--- src/rtl/dw_arb_pkg.sv ---
// Shared constants and helpers for the dynamic-priority arbiter family.
package dw_arb_pkg;

  localparam int PARK_NONE  = 0;
  localparam int PARK_FIXED = 1;

  // Smallest r with 2**r >= n; used to size index fields from a client count.
  function automatic int clog2(input int n);
    int r;
    r = 0;
    while ((1 << r) < n) r++;
    return r;
  endfunction

endpackage

--- src/rtl/dw_arb_rr_pick.sv ---
// Rotating priority encoder: first set bit of cand at or above ptr, with wrap.
module dw_arb_rr_pick #(
  parameter int N  = 4,
  parameter int IW = 2
) (
  input  logic [N-1:0]  cand,
  input  logic [IW-1:0] ptr,
  output logic          found,
  output logic [IW-1:0] idx
);

  // Scan from farthest to nearest so the closest candidate to ptr wins.
  always_comb begin
    int j;
    found = 1'b0;
    idx   = '0;
    j     = 0;
    for (int k = N - 1; k >= 0; k--) begin
      j = (int'(ptr) + k) % N;
      if (cand[IW'(j)]) begin
        found = 1'b1;
        idx   = IW'(j);
      end
    end
  end

endmodule

--- src/rtl/dw_arb_dp_age.sv ---
// Dynamic-priority arbiter with aging, round-robin tie-break, lock, mask and park.
module dw_arb_dp_age
  import dw_arb_pkg::*;
#(
  parameter int N          = 4,
  parameter int PW         = 2,
  parameter int AGE_W      = 2,
  parameter int PARK_MODE  = PARK_FIXED,
  parameter int PARK_INDEX = 0,
  parameter int IW         = clog2(N)
) (
  input  logic            clk,
  input  logic            rst,
  input  logic            enable,
  input  logic [N-1:0]    request,
  input  logic [N*PW-1:0] prior,
  input  logic [N-1:0]    lock,
  input  logic [N-1:0]    mask,
  output logic            parked,
  output logic            granted,
  output logic            locked,
  output logic [N-1:0]    grant,
  output logic [IW-1:0]   grant_index
);

  localparam logic [AGE_W-1:0] AGE_MAX    = '1;
  localparam logic             PARK_FLAG  = (PARK_MODE == PARK_FIXED);
  localparam logic [N-1:0]     PARK_GRANT = PARK_FLAG ? (N'(1) << PARK_INDEX) : '0;
  localparam logic [IW-1:0]    PARK_IDX   = PARK_FLAG ? IW'(PARK_INDEX) : '0;

  logic [AGE_W-1:0] age [N];
  logic [IW-1:0]    rr_ptr;

  logic [N-1:0]  eligible;
  logic [N-1:0]  urgent;
  logic [N-1:0]  cand_min;
  logic [PW-1:0] min_p;
  logic          urg_found, min_found;
  logic [IW-1:0] urg_idx, min_idx;
  logic          lock_hold, pick_valid, win_valid;
  logic [IW-1:0] pick_idx, win_idx;

  // Eligibility, starvation flags and the minimum-priority candidate set.
  always_comb begin
    eligible = request & ~mask;
    urgent   = '0;
    cand_min = '0;
    min_p    = '1;
    for (int i = 0; i < N; i++) begin
      urgent[i] = eligible[i] && (age[i] == AGE_MAX);
      if (eligible[i] && (prior[i*PW +: PW] < min_p)) min_p = prior[i*PW +: PW];
    end
    for (int i = 0; i < N; i++) begin
      cand_min[i] = eligible[i] && (prior[i*PW +: PW] == min_p);
    end
  end

  dw_arb_rr_pick #(.N(N), .IW(IW)) u_pick_urgent (
    .cand  (urgent),
    .ptr   (rr_ptr),
    .found (urg_found),
    .idx   (urg_idx)
  );

  dw_arb_rr_pick #(.N(N), .IW(IW)) u_pick_min (
    .cand  (cand_min),
    .ptr   (rr_ptr),
    .found (min_found),
    .idx   (min_idx)
  );

  // Winner selection: a held lock beats aging, aging beats priority.
  always_comb begin
    lock_hold  = granted && lock[grant_index];
    pick_valid = urg_found || min_found;
    pick_idx   = urg_found ? urg_idx : min_idx;
    win_valid  = lock_hold || pick_valid;
    win_idx    = lock_hold ? grant_index : pick_idx;
  end

  // Registered grant outputs and the round-robin pointer.
  always_ff @(posedge clk) begin
    if (rst) begin
      grant       <= PARK_GRANT;
      grant_index <= PARK_IDX;
      parked      <= PARK_FLAG;
      granted     <= 1'b0;
      locked      <= 1'b0;
      rr_ptr      <= '0;
    end else if (!enable) begin
      grant       <= '0;
      grant_index <= '0;
      parked      <= 1'b0;
      granted     <= 1'b0;
      locked      <= 1'b0;
    end else if (win_valid) begin
      grant       <= N'(1) << win_idx;
      grant_index <= win_idx;
      parked      <= 1'b0;
      granted     <= 1'b1;
      locked      <= lock_hold;
      if (!lock_hold) rr_ptr <= (pick_idx == IW'(N - 1)) ? '0 : pick_idx + IW'(1);
    end else begin
      grant       <= PARK_GRANT;
      grant_index <= PARK_IDX;
      parked      <= PARK_FLAG;
      granted     <= 1'b0;
      locked      <= 1'b0;
    end
  end

  // Age counters: waiting eligible clients saturate upward, everyone else clears.
  always_ff @(posedge clk) begin
    for (int i = 0; i < N; i++) begin
      if (rst) begin
        age[i] <= '0;
      end else if (enable) begin
        if (eligible[i] && !(win_valid && (win_idx == IW'(i))))
          age[i] <= (age[i] == AGE_MAX) ? age[i] : age[i] + AGE_W'(1);
        else
          age[i] <= '0;
      end
    end
  end

endmodule

--- config.mk ---
export PLATFORM = sky130hd
export DESIGN_NAME = dw_arb_dp_age
export DESIGN_NICKNAME = d
export VERILOG_FILES = /design/src/rtl/dw_arb_pkg.sv /design/src/rtl/dw_arb_rr_pick.sv /design/src/rtl/dw_arb_dp_age.sv
export SDC_FILE = /design/constraint.sdc
export NUM_CORES = 1
export LEC_CHECK = 0
export CORE_ASPECT_RATIO = 0.75
export CORE_MARGIN = 2
export CORE_UTILIZATION = 40
export CTS_CLUSTER_DIAMETER = 60
export CTS_CLUSTER_SIZE = 28
export DETAILED_ROUTE_END_ITERATION = 16
export PLACE_DENSITY = 0.66
export SLEW_MARGIN = 20
export SYNTH_ARGS = -nofsm -noshare
export SYNTH_HDL_FRONTEND = slang
export SYNTH_SLANG_ARGS = --single-unit
--- constraint.sdc ---
create_clock -name clk -period 7.7 [get_ports clk]
set_clock_uncertainty 0.05 [all_clocks]
set_input_delay 0.77 -clock clk [delete_from_list [all_inputs] [get_ports clk]]
set_output_delay 0.77 -clock clk [all_outputs]
set_load 0.05 [all_outputs]
==> summary.md <==
| Metric | Value |
|---|---|
| Outcome | finished, final reports clean |
| Sequential share of power | 0.338 |
| Overall Power | 0.402 mW |
| Final setup viols | 0 |
| NumNets Final | 293 |
| Fin util | 0.490 |
| Dpl ws | 1.07 ns |
| Worst path required time | 7.58 ns |
| CTS Sinks | 19 |
| CP startpoint | prior[3] |
| Critical path buffers and inverters | 1 |
| CTS Hold Bufs | 0 |
| Clk slew on worst S/H paths | roughly 0.07 ns |
| RSZ-0062 raised after global routing | false |
| Unique masters post-synth | 68 |
| Crit path kind | primary input to flip-flop |
| Syn_nets | 264 |
| Core Region | 4820 um^2 |
| TNS Setup | 0 ns |
| Synth Area in XOR/XNOR | 0.0178 |
| Setup crit end | age[0][0] |
| Row cnt | 22 |
| EDFF count, synth | 8 |
| Setup Buffers After CTS | 0 |
| Internal power | 0.230 mW |
| Layout cells sized above 1 | 0.110 |
| Clock share of power | 0.172 |
| Crit. End Element | flip-flop |
| Avg Cell Area, Syn | 8.37 um^2 |
| Comb pwr share | 0.490 |
| Post-Route WL | just over 5 mm |
| CTS tree | built |
| Initial core utilization | 0.408 |
| Die area | 5500 um^2 |
| Synth Area in Simple Gates | 0.293 |
| Startpoint types | primary input |
| Psw | 0.172 mW |
| Num ports | 32 |
| Global Route Usage Sum | 0.189 |
| Fin cells | between 300 and 400 |
| Synth Area in Adders | 0.0382 |
| Final worst slack | 1.30 ns |
| WP depth | 18 |
| Final Hold Vio Count | 0 |
| Max-slew violations | 0 |
| Async SR Flop Fraction | 0 |
| First-pass GRT wire length | ~8.3 mm |
| Top cell type by total area after synthesis | edfxtp_1 |
| Initial antenna violation count | 0 |
| Total grt overflow | 0 |
| Largest delay contributor family on the critical path | compound AO/OA/AOI/OAI gates |
| Slowest CP cell | clkdlybuf4s50_1 |
| Top-area cell type share of the netlist area | 0.122 |
| Synth area leaders | edfxtp_1 12%, dfxtp_1 11%, a21oi_1 5.9%, nand2_1 4.0%, ha_1 3.8% |
| Vias per cell | between 5 and 6 |
| Worst-case hold slack | 0.530 ns |
| Placed Cells | 319 |
| Sw frac | 0.428 |
| Post-synth top cells | 23 x a21oi_1, 21 x nand2_1, 19 x nor2_1 |
| Seq/Total Area, Yosys | 0.234 |
| Hold WC Path Type | flip-flop to flip-flop |
| Top FF cell, synth | dfxtp_1 |
| CP max FO | 11 |
| Maxcap violations | 0 |
| Worst EP arrival | 6.28 ns |
| Peak VDD IR | roughly 100 uV |
| Avg WL per Cell | 15.7 um |
| Port bufs | 31 |
| Period minus WS final | ~6.4 ns |
| Crit path cell chain | clkdlybuf4s50_1 > o22ai_1 > ha_1 > nor4b_1 > nand2_1 > a21oi_1 > a211oi_4 > ha_1 > or4b_1 > nor2_1 > a21boi_2 > nor2_1 > a21oi_2 > mux2i_1 > a211oi_1 > a32oi_1 > nand3_1 > o31ai_1 |
| Worst skew pair latency | 0.26 ns |
| Largest net degree at the start of global routing | 28 |
| Most common cell in the netlist | a21oi_1 |
| Placed inst area | 2320 um^2 |
| Yosys warns | 0 |
| Area Overhead vs Synth | 20.1% |
| H-tree levels | 1 |
| Post-DP HPWL | 4.04 mm |
| Synth Area in Compound Gates | 0.331 |
| Cells after synthesis | around 240 |
| Max Clk Rate | 156 MHz |
| Worst-margin pin slew | approximately 0.8 ns |
| Flops & latches, synth | 19 |
| Via count | 1,933 |
| Critical Path Max Stage Delay | 0.70 ns |
| Die height | 64.7 um |
| Mux cell area share after synthesis | 0.0547 |
| Final period util | 0.832 |
| Vias in the first global route | 1,672 |
| Initial DRT Pass Iterations | 4 |
| DRT iter0 DRCs | between 100 and 150 |
| Antenna Cells | 0 |
| Post-cts resize count | 0 |
| Gpl congestion | 0.895 |
| Root Driver | clkbuf_8 |
| Fin area | 2360 um^2 |
| Flop2flop setup slack | 4.49 ns |
| CTS buffer count | 3 |
| Slew headroom | 0.456 |
| Largest family of logic cells by synthesized area | compound AO/OA/AOI/OAI gates |
| R2R Path Start | rr_ptr[0] |
| DRC viols | 0 |
| Cells on worst reg2reg path | 8 |
| Power per cell area | 170 nW/um^2 |
| LEAKAGE | roughly 0.84 nW |
| Post-Syn Area | 1970 um^2 |
| Antenna Nets Post-Route | 0 |
| Die extent in x | 85.0 um |
| Reg2Reg Capture Point | age[3][0] |
| CTS max path bufs | 2 |
power groups by stage:
stage	Clock (mW)	Combinational, mW	Sequential (mW)
floorplan	0	0.139	0.142
global placement	0	0.193	0.137
detailed placement	0	0.194	0.138
CTS	0.0695	0.195	0.135
global route	0.0772	0.214	0.139
finish	0.0690	0.197	0.136
cells by family after synthesis:
family                     count (synthesis)
AOI/OAI and AO/OA                         83
xor gates and xnor gates                   4
adders and majority gates                  6
buffers and inverters                     14
DFF                                       19
muxes                                     10
and+or+nand+nor                           99
worst min path at each step:
stage                   start   endpoint  cells past startpoint
CTS                 age[0][0]  age[0][0]                      1
floorplan           age[0][0]  age[0][0]                      1
global route        age[0][0]  age[0][0]                      1
global placement    age[0][0]  age[0][0]                      1
finish              age[0][0]  age[0][0]                      1
detailed placement  age[0][0]  age[0][0]                      1
worst reg2reg max path: stages, from the launching register on:
cell and delay (ns):
dfxtp_1 0.85, nor2_1 0.12, a31oi_1 0.20, nor2_1 0.08, a211oi_1 0.33, nand2_1 0.13
or4_4 0.58, and3_4 0.24, o31ai_2 0.32
sequential cells by signal (all words and copies together) (netlist names):
signal       cells
granted          1
parked           1
grant            4
locked           1
age              8
grant_index      2
rr_ptr           2
layer usage:
| metal | vias to the layer above | GRT usage | part of all wire |
|---|---|---|---|
| li1 | 980 | - | - |
| met1 | 911 | 0.286 | 0.54 |
| met2 | 38 | 0.271 | 0.41 |
| met3 | 4 | 0.0484 | 0.047 |
| met4 | 0 | 0.0317 | 0.0057 |
| met5 | - | 0 | 0 |
area by class of cell:
class / instances / area, um^2
Sequential cell: 19 / 460
Multi-Input combinational cell: 202 / 1450
Tap cell: 60 / 75.1
Clock buffer: 4 / 45.0
Timing Repair Buffer: 31 / 310
Fill cell: 441 / 2450
Inverter: 7 / 26.3
placed cells by master, fill, tap and decap left out, drive strengths merged, types with 2 or more instances in the layout:
cell	instances
or3	2
nand2	21
dfxtp	11
clkdlybuf4s50	31
o211ai	4
xor2	3
a2111oi	4
inv	7
clkbuf	4
nor2	19
nand4	3
nor2b	6
mux2i	7
mux2	3
ha	6
edfxtp	8
o31ai	6
nand3b	4
nand3	11
or4bb	2
a31oi	4
nand4b	2
or4b	2
nor4b	3
and3	2
a21oi	25
o22ai	3
a211oi	6
and2	4
nor3b	4
o21ai	13
nor3	7
nand2b	4
a211o	3
Power figures use the tool's default switching activity.
